[config.mk]
export PLATFORM = sky130hd
export DESIGN_NAME = alu_muldiv_seq
export DESIGN_NICKNAME = d
export VERILOG_FILES = /design/src/rtl/alu_muldiv_seq.sv
export SDC_FILE = /design/constraint.sdc
export NUM_CORES = 1
export LEC_CHECK = 0
export ABC_CLOCK_PERIOD_IN_PS = 5400
export CORE_AREA = 3 3 228 230
export CTS_CLUSTER_SIZE = 14
export DETAILED_ROUTE_END_ITERATION = 10
export DIE_AREA = 0 0 231 233
export PLACE_DENSITY = 0.48
export SLEW_MARGIN = 30
export SYNTH_ARGS = -nofsm -noshare
export SYNTH_HDL_FRONTEND = slang
export SYNTH_SLANG_ARGS = --single-unit
[constraint.sdc]
create_clock -name clk -period 5.4 [get_ports clk]
set_clock_uncertainty 0.05 [all_clocks]
set_input_delay 1.35 -clock clk [delete_from_list [all_inputs] [get_ports clk]]
set_output_delay 1.35 -clock clk [all_outputs]
set_load 0.05 [all_outputs]
[src/rtl/alu_muldiv_seq.sv]
// Iterative radix-2 multiply/divide unit (MUL, IMUL, DIV, IDIV) with a half-width mode.
// PREP turns the operands into magnitudes and screens divides. ITER runs one bit per cycle.
// FIX applies the signs and the flags, and DONE presents the results for one cycle.
module alu_muldiv_seq #(
    parameter int unsigned WIDTH = 16
) (
    input  logic             clk,
    input  logic             reset_n,
    input  logic             start,
    input  logic             abort,
    input  logic [1:0]       op,
    input  logic             is_8_bit,
    input  logic [WIDTH-1:0] a,
    input  logic [WIDTH-1:0] a_hi,
    input  logic [WIDTH-1:0] b,
    output logic             busy,
    output logic             done,
    output logic [WIDTH-1:0] result_lo,
    output logic [WIDTH-1:0] result_hi,
    output logic             cf_of,
    output logic             div_error
);

    localparam int unsigned W  = WIDTH;
    localparam int unsigned H  = WIDTH / 2;
    localparam int unsigned W2 = 2 * WIDTH;
    localparam int unsigned CW = $clog2(WIDTH);

    typedef enum logic [2:0] {
        S_IDLE,
        S_PREP,
        S_ITER,
        S_FIX,
        S_DONE
    } state_t;

    state_t          state_q;
    logic [1:0]      op_q;
    logic            half_q;
    logic [W-1:0]    a_q, ahi_q, b_q;
    logic [W2-1:0]   mcand_q, prod_q;
    logic [W-1:0]    mplier_q;
    logic [W-1:0]    rem_q, quo_q, dvsr_q;
    logic            neg_lo_q, neg_hi_q;
    logic [CW-1:0]   cnt_q;
    logic            busy_q, done_q, cf_q, err_q;
    logic [W-1:0]    res_lo_q, res_hi_q;

    // Sign bit of an operand at the active width (bit N-1)
    function automatic logic msb_n(input logic [W-1:0] x, input logic half);
        return half ? x[H-1] : x[W-1];
    endfunction

    logic [W-1:0]  in_mask, mask_n;
    logic [W2-1:0] mask_2n;

    // Operand masks for the incoming and the latched width
    always_comb begin
        in_mask = is_8_bit ? {{(W-H){1'b0}}, {H{1'b1}}} : {W{1'b1}};
        mask_n  = half_q   ? {{(W-H){1'b0}}, {H{1'b1}}} : {W{1'b1}};
        mask_2n = half_q   ? {{W{1'b0}}, {W{1'b1}}}     : {W2{1'b1}};
    end

    logic          is_div, is_sgn, a_neg, b_neg, div_zero, div_ovf;
    logic [W-1:0]  a_mag, b_mag, dvd_hi, dvd_lo;
    logic [W2-1:0] dvd_raw, dvd_mag;

    // PREP: magnitudes, result signs and the early divide fault checks
    always_comb begin
        is_div   = op_q[1];
        is_sgn   = op_q[0];
        a_neg    = is_sgn & msb_n(is_div ? ahi_q : a_q, half_q);
        b_neg    = is_sgn & msb_n(b_q, half_q);
        a_mag    = a_neg ? ((-a_q) & mask_n) : a_q;
        b_mag    = b_neg ? ((-b_q) & mask_n) : b_q;
        dvd_raw  = half_q ? {{W{1'b0}}, ahi_q[H-1:0], a_q[H-1:0]} : {ahi_q, a_q};
        dvd_mag  = a_neg ? ((-dvd_raw) & mask_2n) : dvd_raw;
        dvd_hi   = half_q ? W'(dvd_mag[W-1:H]) : dvd_mag[W2-1:W];
        dvd_lo   = half_q ? W'(dvd_mag[H-1:0]) : dvd_mag[W-1:0];
        div_zero = (b_q == '0);
        // A high half not below the divisor means a quotient wider than N bits
        div_ovf  = (dvd_hi >= b_mag);
    end

    logic [W2-1:0] prod_nx;
    logic [W:0]    rem_sh;
    logic          rem_ge;
    logic [W-1:0]  rem_nx;

    // ITER: one shift-add step or one restoring shift-subtract step
    always_comb begin
        prod_nx = mplier_q[0] ? (prod_q + mcand_q) : prod_q;
        rem_sh  = {rem_q, msb_n(quo_q, half_q)};
        rem_ge  = (rem_sh >= {1'b0, dvsr_q});
        rem_nx  = rem_ge ? W'(rem_sh - {1'b0, dvsr_q}) : rem_sh[W-1:0];
    end

    logic [W2-1:0] p_fix;
    logic [W-1:0]  p_hi, p_lo, q_mag, q_fix, r_fix;
    logic [W-1:0]  fix_lo, fix_hi;
    logic          mul_cf, q_ovf, fix_err, fix_cf;

    // FIX: sign correction, flags and the signed-quotient range check
    always_comb begin
        p_fix  = neg_lo_q ? ((-prod_q) & mask_2n) : prod_q;
        p_hi   = half_q ? W'(p_fix[W-1:H]) : p_fix[W2-1:W];
        p_lo   = half_q ? W'(p_fix[H-1:0]) : p_fix[W-1:0];
        mul_cf = is_sgn ? (p_hi != (msb_n(p_lo, half_q) ? mask_n : '0))
                        : (p_hi != '0);
        q_mag  = quo_q & mask_n;
        // Magnitude 2^(N-1) or above does not fit the symmetric signed range
        q_ovf  = is_sgn & msb_n(q_mag, half_q);
        q_fix  = neg_lo_q ? ((-q_mag) & mask_n) : q_mag;
        r_fix  = neg_hi_q ? ((-rem_q) & mask_n) : rem_q;
        fix_err = is_div & q_ovf;
        fix_cf  = ~is_div & mul_cf;
        fix_lo  = '0;
        fix_hi  = '0;
        if (!fix_err) begin
            fix_lo = is_div ? q_fix : p_lo;
            fix_hi = is_div ? r_fix : p_hi;
        end
    end

    // Sequencer FSM, operand latch, iteration datapath and registered outputs
    always_ff @(posedge clk or negedge reset_n) begin
        if (!reset_n) begin
            state_q  <= S_IDLE;
            op_q     <= '0;
            half_q   <= 1'b0;
            a_q      <= '0;
            ahi_q    <= '0;
            b_q      <= '0;
            mcand_q  <= '0;
            prod_q   <= '0;
            mplier_q <= '0;
            rem_q    <= '0;
            quo_q    <= '0;
            dvsr_q   <= '0;
            neg_lo_q <= 1'b0;
            neg_hi_q <= 1'b0;
            cnt_q    <= '0;
            busy_q   <= 1'b0;
            done_q   <= 1'b0;
            cf_q     <= 1'b0;
            err_q    <= 1'b0;
            res_lo_q <= '0;
            res_hi_q <= '0;
        end else begin
            done_q <= 1'b0;
            case (state_q)
                S_IDLE: begin
                    if (start) begin
                        op_q    <= op;
                        half_q  <= is_8_bit;
                        a_q     <= a & in_mask;
                        ahi_q   <= a_hi & in_mask;
                        b_q     <= b & in_mask;
                        busy_q  <= 1'b1;
                        state_q <= S_PREP;
                    end
                end
                S_PREP: begin
                    if (abort) begin
                        busy_q  <= 1'b0;
                        state_q <= S_IDLE;
                    end else if (is_div && (div_zero || div_ovf)) begin
                        busy_q   <= 1'b0;
                        done_q   <= 1'b1;
                        res_lo_q <= '0;
                        res_hi_q <= '0;
                        cf_q     <= 1'b0;
                        err_q    <= 1'b1;
                        state_q  <= S_DONE;
                    end else begin
                        mcand_q  <= W2'(a_mag);
                        mplier_q <= b_mag;
                        prod_q   <= '0;
                        rem_q    <= dvd_hi;
                        quo_q    <= dvd_lo;
                        dvsr_q   <= b_mag;
                        neg_lo_q <= a_neg ^ b_neg;
                        neg_hi_q <= a_neg;
                        cnt_q    <= half_q ? CW'(H - 1) : CW'(W - 1);
                        state_q  <= S_ITER;
                    end
                end
                S_ITER: begin
                    if (abort) begin
                        busy_q  <= 1'b0;
                        state_q <= S_IDLE;
                    end else begin
                        if (is_div) begin
                            rem_q <= rem_nx;
                            quo_q <= {quo_q[W-2:0], rem_ge};
                        end else begin
                            prod_q   <= prod_nx;
                            mcand_q  <= mcand_q << 1;
                            mplier_q <= mplier_q >> 1;
                        end
                        if (cnt_q == '0) begin
                            state_q <= S_FIX;
                        end else begin
                            cnt_q <= cnt_q - CW'(1);
                        end
                    end
                end
                S_FIX: begin
                    busy_q <= 1'b0;
                    if (abort) begin
                        state_q <= S_IDLE;
                    end else begin
                        done_q   <= 1'b1;
                        res_lo_q <= fix_lo;
                        res_hi_q <= fix_hi;
                        cf_q     <= fix_cf;
                        err_q    <= fix_err;
                        state_q  <= S_DONE;
                    end
                end
                S_DONE: begin
                    state_q <= S_IDLE;
                end
                default: begin
                    busy_q  <= 1'b0;
                    state_q <= S_IDLE;
                end
            endcase
        end
    end

    assign busy      = busy_q;
    assign done      = done_q;
    assign result_lo = res_lo_q;
    assign result_hi = res_hi_q;
    assign cf_of     = cf_q;
    assign div_error = err_q;

endmodule

Word level (Yosys, flattened, before mapping)
Cells that the tools add are included.
{"block": "word_totals", "register_bits": 224, "out_inout_bits": 36, "elab_cells": 175}
{"block": "classes", "n_addsub": 9, "order_cmp": 2, "n_eq_ne": 18, "mux": 88, "n_bitwise": 20, "n_reduce_logical": 17}
{"op": "16-bit two-way mux", "count": 33}
{"op": "32-bit two-way mux", "count": 13}
{"op": "16-bit case mux with 2 select lines", "count": 5}
{"op": "16-bit AND", "count": 8}
{"op": "32-bit case mux with 2 select lines", "count": 2}
{"op": "32-bit AND", "count": 2}
{"op": "16-bit negation", "count": 4}
{"op": "32-bit negation", "count": 2}
{"op": "32-bit adder", "count": 1}
{"op": "2-bit != test (second input constant)", "count": 11}
{"op": "4-bit two-way mux", "count": 5}
{"op": "1-bit two-way mux", "count": 18}
{"op": "3-bit two-way mux", "count": 6}
{"op": "17-bit by 16-bit greater-or-equal comparator with 1-bit output", "count": 1}
{"op": "16-bit greater-or-equal comparator", "count": 1}
{"op": "16-bit zero test", "count": 1}
{"op": "16-bit != test", "count": 1}
{"op": "16-bit nonzero test", "count": 1}
{"op": "16-bit subtractor", "count": 1}
{"op": "5-bit AND reduction", "count": 3}
{"op": "3-bit case mux with 4 select lines", "count": 1}
{"op": "4-bit case mux with 2 select lines", "count": 1}
{"op": "4-bit AND reduction", "count": 2}
{"op": "3-bit by 2-bit == test with 1-bit output (second input constant)", "count": 2}
{"op": "17 further kinds", "count": 29}

Logic depth before layout (Yosys ltp)
Gate-level depths: netlist of the first run.
{"block": "depth", "ltp_word": 11, "ltp_mapped": 23, "depth_no_buf": 20}

Worst setup path before layout of the first run
No wires, ideal clock.
{"block": "synth_path", "kind": "reg-to-reg", "from": "register a_q[5]", "to": "register mcand_q[29]", "setup_time_ns": 0.136, "t_arrival_ns": 5.294, "t_required_ns": 5.214, "setup_slack_ns": -0.079, "stages_incl_launch_ff": 22, "path_buffers": 3, "cell_sequence": "dfrtp_1 or4_4 or3_2 clkbuf_1 or4_1 nand2b_1 o21bai_1 o31ai_1 xor2_1 nor2_1 ha_1 a21o_1 a21o_1 a21oi_1 o41ai_1 a22o_1 a2111oi_0 o21ai_0 clkbuf_1 clkbuf_1 nand2_1 o21ai_0"}
{"block": "synth_between", "elab_chain_len": 10}
{"item": "from (decl)", "line": "40", "source": "logic [W-1:0] a_q, ahi_q, b_q;"}
{"item": "from (signal assigned)", "line": "156", "source": "a_q <= a & in_mask;"}
{"item": "32-bit two-way mux", "line": "76", "source": "dvd_raw = half_q ? {{W{1'b0}}, ahi_q[H-1:0], a_q[H-1:0]} : {ahi_q, a_q};"}
{"item": "32-bit negation", "line": "77", "source": "dvd_mag = a_neg ? ((-dvd_raw) & mask_2n) : dvd_raw;"}
{"item": "32-bit AND", "line": "77"}
{"item": "32-bit two-way mux", "line": "77"}
{"item": "16-bit two-way mux", "line": "78", "source": "dvd_hi = half_q ? W'(dvd_mag[W-1:H]) : dvd_mag[W2-1:W];"}
{"item": "16-bit greater-or-equal comparator", "line": "82", "source": "div_ovf = (dvd_hi >= b_mag);"}
{"item": "1-bit logical OR", "line": "167", "source": "end else if (is_div && (div_zero || div_ovf)) begin"}
{"item": "1-bit logical AND", "line": "167"}
{"item": "2-bit != test (no line)"}
{"item": "5-bit AND reduction (no line)"}
{"item": "to (signal assigned)", "line": "176", "source": "mcand_q <= W2'(a_mag);"}
{"item": "to (signal assigned)", "line": "198", "source": "mcand_q <= mcand_q << 1;"}
{"item": "to (decl)", "line": "41", "source": "logic [W2-1:0] mcand_q, prod_q;"}
No other way between the ends.
A chain may end at the register's enable or synchronous reset.

Final worst setup path of the first run
{"block": "layout_path", "from": "register a_q[5]", "to": "register mcand_q[21]"}
Same word-level chain as after synthesis.

==> metrics.cfg, run 1 <==
[sta]
slew_headroom=0.4049
fin_ws_ns=0.1018
max_slew.worst_pin.slew_ns=0.8859
finalHoldViolations=0
drv_slew=0
fmax_mhz=188.7
min_period_ns=5.298
setup_viol=0
fin_tns_setup_ns=0
hold_ws_ns=0.4277
min_period_over_period=0.9811

[critical_path]
end_kind=flip-flop
path_cells=or4_4 > buf_4 > or3_4 > or4_4 > or3_4 > o41ai_4 > xor2_1 > nor2_2 > ha_4 > a21o_1 > a21oi_2 > o41ai_2 > a22o_1 > buf_4 > a2111oi_4 > buf_4 > o21ai_4 > clkbuf_16 > nand2_1 > o21ai_0
r2r-end=mcand_q[21]
critPathLaunchType=flip-flop
critical_path.slowest_cell=or4_4
rr_worst_depth=20
cpPeakStageDelay_ns=0.55
crit_required_ns=5.77
critPathArrivalTime_ns=5.67
cp_common_cell=buf_4
reg2reg_from=a_q[5]
crit_type=reg -> reg
critPathMaxFanout=7
r2r_slack_ns=0.10

[logic_synthesis]
ys.flop_type=dfrtp_1
syn_nets=1874
synth_top_family_by_area=compound AO/OA/AOI/OAI gates
synth_area_leaders=dfrtp_1 (37%), o21ai_0 (7.1%), nand2_1 (6.0%)
synth_simple_gate_area_frac=0.1712
yosysTopAreaCellShare=0.3749
yosys_warnings=0
mappedNetlistArea_um2=14950
synth_xor_area_frac=0.07674
synth.area.mux_share=0.04519
yosysUniqueCellTypes=70
synth_seq_area_share=0.3749
synthAdderAreaFrac=0.06042
synth-async-reset-ratio=1.000
postSynthAreaPerCell_um2=8.553
synth_cells=1748
synth-compound-area-share=0.2311
yosysTopAreaCell=dfrtp_1
synth_edf_count=0
ys_ff_latch=224

[drt]
routed_wl_um=46370
ant_nets=0
dr.pass1.iters=5
drcViolationCount=0
via_per_inst=5.121
vias=13040
drt_iter0_markers=762
wl_per_cell_um=18.21

[global_routing]
grt.met1_usage=0.2491
grt_pass1_vias=12430
busiest_layer=met2
grt_pass1_wl_um=71640
grtUsageMet3=0.02106
grt_max_degree=106
grt_use_total=0.1653
overflow=0
antenna_found_initial=0
grt_use_met2=0.2522

[min_path]
min_path_cells=1
hp-class=reg -> reg
min_from=dvsr_q[15]
holdPathEnd=dvsr_q[15]

[cts]
cts-root-buf=clkbuf_16
cts_buffers=28
clkTransAtPathRegs_ns=0.06
hold_buffers=0
cts_buffer_depth=3
clk_latency_ns=0.56
htreeDepth=1
cts_sinks=224
cts_tree=yes

[cells_and_area]
antennaDiodeCount=0
area_growth_pct=22.29
final_cells=2547
drive_gt1_frac=0.1083
fin_nets=1979

[place]
dp_slack_ns=-0.05516
dp_cells=2482
place_congestion=0.8531
port_buffers=90
place_hpwl_um=34390

[die]
die_y_um=233
std_cell_rows=82
initial_core_util=0.2986
die_w_um=231
core_um2=50070
io_pins=91
die_area_um2=53820

[run]
drv_cap=0

[outcome]
status=finished, final reports clean

[how the worst max path moves through the flow]
stage	slack [ns]	to	cells past startpoint	from
global route	-0.08	mcand_q[4]	21	half_q
floorplan	0.05	prod_q[27]	22	a_q[5]
global placement	0.04	mcand_q[23]	21	a_q[5]
CTS	0.02	mcand_q[29]	21	a_q[5]
finish	0.10	mcand_q[21]	20	a_q[5]
detailed placement	-0.06	mcand_q[21]	21	a_q[5]
[cell usage in the layout (no fill, tap or decap), types with 7 or more instances in the layout]
master,n
buf_12,7
a31oi_1,13
o211ai_1,29
or3_1,19
dfrtp_1,222
nand2b_1,42
o21a_1,9
nand2_1,239
or4_1,13
mux2_2,34
o41ai_1,10
clkdlybuf4s50_1,89
clkbuf_16,33
nand3_1,21
or2_2,7
buf_4,66
a22o_1,33
o22ai_1,14
o31ai_1,39
ha_1,68
xnor2_1,59
a211oi_1,11
mux2i_1,26
nor2_1,120
o21bai_1,10
nor2b_1,11
and3_1,11
a21oi_1,87
nor4_1,7
o21ai_0,208
a21o_1,27
nor3_1,31
a22oi_1,13
inv_1,57
nand4_1,7
xor2_1,72
[state kept, by name, indices dropped and copies added (netlist names), 2 cells and up]
| name | flops |
|---|---|
| b_q | 16 |
| a_q | 16 |
| op_q | 2 |
| state_q | 3 |
| dvsr_q | 16 |
| rem_q | 16 |
| mcand_q | 32 |
| result_hi | 16 |
| ahi_q | 16 |
| result_lo | 16 |
| cnt_q | 4 |
| prod_q | 32 |
| quo_q | 16 |
| mplier_q | 16 |
[synthesized netlist by cell type (31+ instances only)]
library cell and n:
xor2_1 72, mux2_2 34, a22o_1 33, clkbuf_1 85, inv_1 57, o21ai_0 211
xnor2_1 59, o31ai_1 41, nand2_1 239, a21oi_1 89, dfrtp_1 224, nor3_1 31
ha_1 69, nor2_1 123, nand2b_1 44
[cell type report]
| type | count | area [µm²] |
|---|---|---|
| fill | 5222 | 31790 |
| timing repair buffer | 172 | 1714 |
| tap | 672 | 840.8 |
| clock buffer | 41 | 830.8 |
| multi-input combinational | 1369 | 8909 |
| sequential | 224 | 5608 |
| clock inverter | 11 | 162.7 |
| inverter | 58 | 217.7 |
[routing by layer]
layer / vias up / wire [µm]
met5: - / 0
met4: 0 / 874
met3: 49 / 1993
met2: 268 / 19900
met1: 6240 / 23600
li1: 6486 / -
[cell families (layout without fill, tap and decap cells)]
group | Yosys count | count (layout)
AND/OR/NAND/NOR | 555 | 555
adder cells (fa/ha/maj) | 71 | 71
XOR/XNOR | 131 | 131
AO/OA/AOI/OAI | 549 | 550
flip-flops | 224 | 224
buffers and inverters | 156 | 282
multiplexers | 62 | 62
[critical path: cells and delay by family (launching register included)]
kind | cells | cell delay [ns]
and+or+nand+nor | 6 | 2.04
AOI/OAI and AO/OA | 8 | 1.57
buffers and inverters | 4 | 0.78
DFF | 1 | 0.37
adders and majority gates | 1 | 0.23
xor gates and xnor gates | 1 | 0.12
[timing repair]
item                                    in CTS  in global routing
gates resized for setup                      2                 17
endpoints found under the setup margin      57                111
endpoints found under the hold margin        0                  0
pin swaps                                    1                 12
gates cloned                                 0                  8
buffers inserted                             0                  4
[through the flow]
| stage | instance area (µm²) | util |
|---|---|---|
| floorplan | 14960 | - |
| global placement | 16970 | 0.3389 |
| detailed placement | 16970 | 0.3390 |
| finish | 18280 | 0.3652 |
| global route | 18280 | 0.3652 |
| CTS | 17980 | 0.3592 |
Power of run 1 is not shown: default switching activity piles up to over one toggle a cycle in this logic, so the estimate is an artifact.
==> run 2, diff against run 1 <==
--- a/config.mk
+++ b/config.mk
@@ -7,6 +7,7 @@
 export LEC_CHECK = 0
 export ABC_CLOCK_PERIOD_IN_PS = 5400
 export CORE_AREA = 3 3 228 230
+export CTS_CLUSTER_DIAMETER = 150
 export CTS_CLUSTER_SIZE = 14
 export DETAILED_ROUTE_END_ITERATION = 10
 export DIE_AREA = 0 0 231 233
==> metrics.cfg, run 2 (synthesis results as in run 1) <==
[cells_and_area]
design_area_um2=17850
fin_nets=1974
area_growth_pct=19.42
layout.cells.most_common=nand2_1
drive_gt1_frac=0.09843
final_cell_mix=nand2_1 (239), dfrtp_1 (222), o21ai_0 (205), nor2_1 (120), clkdlybuf4s50_1 (89)
antennaDiodeCount=0
largestRegisters=mcand_q: 32 flops, prod_q: 32 flops

[drt]
drt_iter0_markers=727
drcViolationCount=0
routed_wl_um=46730
via_per_inst=5.166
dr.pass1.iters=5
ant_nets=0
vias=13020
wl_per_cell_um=18.54

[global_routing]
grt_pass1_vias=12410
grt_pass1_wl_um=71430
grt_use_total=0.1652
overflow=0
grt_max_degree=106
antenna_found_initial=0

[sta]
fin_tns_setup_ns=0
drv_slew=0
fmax_mhz=189.5
min_period_over_period=0.9773
max_slew.worst_pin.slew_ns=0.9176
slew_headroom=0.3835
finalHoldViolations=0
setup_viol=0
min_period_ns=5.277

[cts]
htreeDepth=1
cts_sinks=224
cts-root-buf=clkbuf_16
cts_buffers=19
hold_buffers=0
clk_latency_ns=0.53
cts_buffer_depth=3
clkTransAtPathRegs_ns=0.08
cts_tree=yes

[critical_path]
end_kind=flip-flop
critPathMaxFanout=8
crit_type=reg -> reg
crit_required_ns=5.75
critPathLaunchType=flip-flop
critPathArrivalTime_ns=5.62

[place]
place_hpwl_um=34390
port_buffers=90
place_congestion=0.8531
place_area_um2=16970

[die]
std_cell_rows=82
die_w_um=231
initial_core_util=0.2986
die_y_um=233
core_um2=50070
die_area_um2=53820
io_pins=91

[run]
drv_cap=0

[min_path]
hp-class=reg -> reg

[outcome]
status=finished, final reports clean

==> run 2: cell types whose count changed in the layout (fill, tap and decap cells not counted), moves of 3 or more <==
cell / delta
clkbuf_8: -6
clkbuf_16: -9
bufinv_16: -4
clkbuf_1: -4
o21ai_0: -3
clkinv_2: -5
==> run 2: cell type report <==
class | count | area (µm²)
Sequential cell | 224 | 5610
Timing Repair Buffer | 176 | 1782
Multi-Input combinational cell | 1369 | 8912
Tap cell | 672 | 840.8
Fill cell | 5253 | 32210
Clock inverter | 1 | 8.758
Inverter | 58 | 217.7
Clock buffer | 21 | 483.0
==> run 2: what timing repair did <==
item | CTS | global route
setup buffers | 0 | 5
pin swaps | 1 | 13
endpoints found under the setup margin | 59 | 116
gates cloned | 0 | 11
resized for setup | 2 | 22
==> run 2: stage by stage <==
stage | hold slack, ns | setup slack (ns) | utilization | std cells
after floorplan | 0.3992 | 0.04628 | - | 1748
after global placement | 0.4104 | 0.04384 | 0.3389 | 2482
after detailed placement | 0.4169 | -0.05516 | 0.3390 | 2482
after CTS | 0.4328 | 0.004290 | 0.3492 | 2504
after global routing | 0.4489 | -0.06028 | 0.3566 | 2521
final | 0.4323 | 0.1228 | 0.3566 | 2521
==> run 2: worst paths after layout <==
path | startpoint | endpoint | slack [ns] | depth (start not counted)
worst max register to register | a_q[5] | mcand_q[4] | 0.12 | 21
worst min-delay path | mplier_q[9] | mplier_q[9] | 0.43 | 2
min in group asynchronous | reset_n | prod_q[23] | 0.81 | 1
max in group asynchronous | reset_n | ahi_q[15] | 3.51 | 2
worst max-delay path | a_q[5] | mcand_q[4] | 0.12 | 21
worst min register to register | mplier_q[9] | mplier_q[9] | 0.43 | 2
==> run 2: worst max-delay path, cell delays in order (launching register included) <==
cell	delay, ns
dfrtp_1	0.38
or4_4	0.54
buf_4	0.15
or3_4	0.33
or4_4	0.55
or3_4	0.37
o21ai_2	0.15
xor2_1	0.16
nor2_1	0.08
ha_1	0.20
a21o_1	0.15
a21o_1	0.18
a21oi_2	0.15
o41ai_2	0.12
a22o_1	0.27
buf_4	0.14
a2111oi_4	0.32
buf_4	0.21
o21ai_4	0.19
buf_6	0.24
nand2_1	0.11
o31ai_4	0.08
==> run 2: layer usage <==
layer / global-route usage / vias to the layer above / part of all wire
met5: 0 / - / 0
met4: 0.03215 / 0 / 0.019
met3: 0.01983 / 49 / 0.043
met2: 0.2532 / 255 / 0.43
met1: 0.2496 / 6260 / 0.51
li1: - / 6460 / -
Power of run 2 is left out for the same reason.
==> run 3, diff against run 2 <==
--- a/config.mk
+++ b/config.mk
@@ -6,11 +6,11 @@
 export NUM_CORES = 1
 export LEC_CHECK = 0
 export ABC_CLOCK_PERIOD_IN_PS = 5400
-export CORE_AREA = 3 3 228 230
+export CORE_AREA = 2 2 227 229
 export CTS_CLUSTER_DIAMETER = 150
 export CTS_CLUSTER_SIZE = 14
 export DETAILED_ROUTE_END_ITERATION = 10
-export DIE_AREA = 0 0 231 233
+export DIE_AREA = 0 0 229 231
 export PLACE_DENSITY = 0.48
 export SLEW_MARGIN = 30
 export SYNTH_ARGS = -nofsm -noshare
==> metrics.cfg, run 3 (synthesis results as in run 1) <==
[die]
die_w_um=229
std_cell_rows=83
die_y_um=231
die_area_um2=52900
core_um2=50680
io_pins=91
initial_core_util=0.2950

[drt]
drcViolationCount=0
ant_nets=0
dr.pass1.iters=6
via_per_inst=5.125
wl_per_cell_um=18.23
routed_wl_um=46200
drt_iter0_markers=803
vias=12990

[cts]
cts-root-buf=clkbuf_16
clkTransAtPathRegs_ns=0.08
htreeDepth=1
cts_tree=yes
cts_buffer_depth=3
cts_sinks=224
cts_buffers=19
clk_latency_ns=0.53

[global_routing]
overflow=0
grtUsageMet3=0.02100
grt.met1_usage=0.2539
grt_use_total=0.1682
grt_max_degree=95
busiest_layer=met2
grt_pass1_vias=12380
grt_pass1_wl_um=71300
antenna_found_initial=0
grt_use_met2=0.2556

[sta]
setup_viol=0
rsz0062_at_grt=yes
min_period_ns=5.267
finalHoldViolations=0
max_slew.worst_pin.slew_ns=0.8481
fmax_mhz=189.8
min_period_over_period=0.9754
drv_slew=0
hold_ws_ns=0.4264
slew_headroom=0.4346

[cells_and_area]
fin_nets=1979
antennaDiodeCount=0
drive_gt1_frac=0.1133
layout.cells.most_common=nand2_1
area_growth_pct=20.74
final_cell_mix=nand2_1 (228), dfrtp_1 (222), o21ai_0 (193), nor2_1 (116), clkdlybuf4s50_1 (89)
n_fill_cell=5273
largestRegisters=mcand_q: 32 flops, prod_q: 32 flops

[min_path]
hp-class=reg -> reg
min_path_cells=2

[place]
place_hpwl_um=33900
port_buffers=90
place_congestion=0.8502

[critical_path]
r2r_slack_ns=0.13
endpoint=rem_q[7]
rr_worst_depth=20
cp_common_cell=buf_6
crit_type=reg -> reg
critical_path.slowest_cell=or4_4
startpoint=a_q[6]
end_kind=flip-flop
critPathArrivalTime_ns=5.66
critPathMaxFanout=7
critPathLaunchType=flip-flop
cpPeakStageDelay_ns=0.53
r2r-end=rem_q[7]
crit_required_ns=5.79
path_cells=or4_4 > buf_6 > or3_4 > or4_4 > or3_4 > o41ai_4 > xor2_1 > nor2_1 > ha_1 > a21o_1 > a21oi_2 > o41ai_4 > a22o_1 > a21o_1 > buf_6 > nand3b_1 > nand2_4 > buf_6 > nand3_1 > o211ai_1
reg2reg_from=a_q[6]

[outcome]
status=finished, final reports clean

[run]
drv_cap=0

==> run 3: cell count changes in the layout (fill, tap and decap cells not counted), sizes merged <==
cell	previous run	this run
o21ai	213	212
clkbuf	26	27
buf	82	87
==> run 3: worst min-delay path by stage <==
stage	from	end	slack (ns)
3_3_place_gp	mplier_q[9]	mplier_q[9]	0.41
3_5_place_dp	dvsr_q[13]	dvsr_q[13]	0.42
6_report	result_lo[8]	result_lo[8]	0.43
5_1_grt	dvsr_q[3]	dvsr_q[3]	0.46
4_1_cts	result_lo[13]	result_lo[13]	0.44
2_1_floorplan	mplier_q[11]	mplier_q[11]	0.40
==> run 3: layer usage <==
metal | vias to the layer above | share of wire
met4 | 0 | 0.017
met1 | 6198 | 0.51
li1 | 6462 | -
met5 | - | 0
met2 | 288 | 0.43
met3 | 38 | 0.045
==> run 3: timing repair <==
| action | in CTS | in global routing |
|---|---|---|
| hold buffers | 0 | 0 |
| pin swaps | 0 | 28 |
| resized for setup | 2 | 75 |
| cloned | 0 | 9 |
| setup endpoints to repair | 25 | 153 |
| buffers inserted | 0 | 16 |
==> run 3: through the flow <==
step           utilization  cell area, µm²  setup slack (ns)  setup TNS (ns)  instances
2_1_floorplan            -           14960           0.04628               0       1748
3_3_place_gp        0.3344           16950           0.04355               0       2486
3_5_place_dp        0.3352           16990         -0.007361        -0.02440       2487
4_1_cts             0.3452           17500         0.0009730               0       2509
5_1_grt             0.3562           18050          -0.09192          -1.424       2534
6_report            0.3562           18050            0.1326               0       2534
==> run 3: cell type report <==
cell class	count	area, µm²	share of cell area
Clock buffer	21	483.0	0.02676
Clock inverter	1	8.758	0.0004852
Inverter	58	217.7	0.01206
Multi-Input combinational cell	1368	8992	0.4982
Sequential cell	224	5608	0.3107
Tap cell	680	850.8	0.04713
Timing Repair Buffer	182	1891	0.1047
==> run 3: critical path: cells and delay by family, from the launching register on <==
kind,cells,cell delay (ns)
adder cells (fa/ha/maj),1,0.31
AO/OA/AOI/OAI,7,1.31
XOR/XNOR,1,0.20
flip-flops,1,0.38
buffers and inverters,3,0.40
AND/OR/NAND/NOR,8,2.52
Power of run 3 is left out for the same reason.
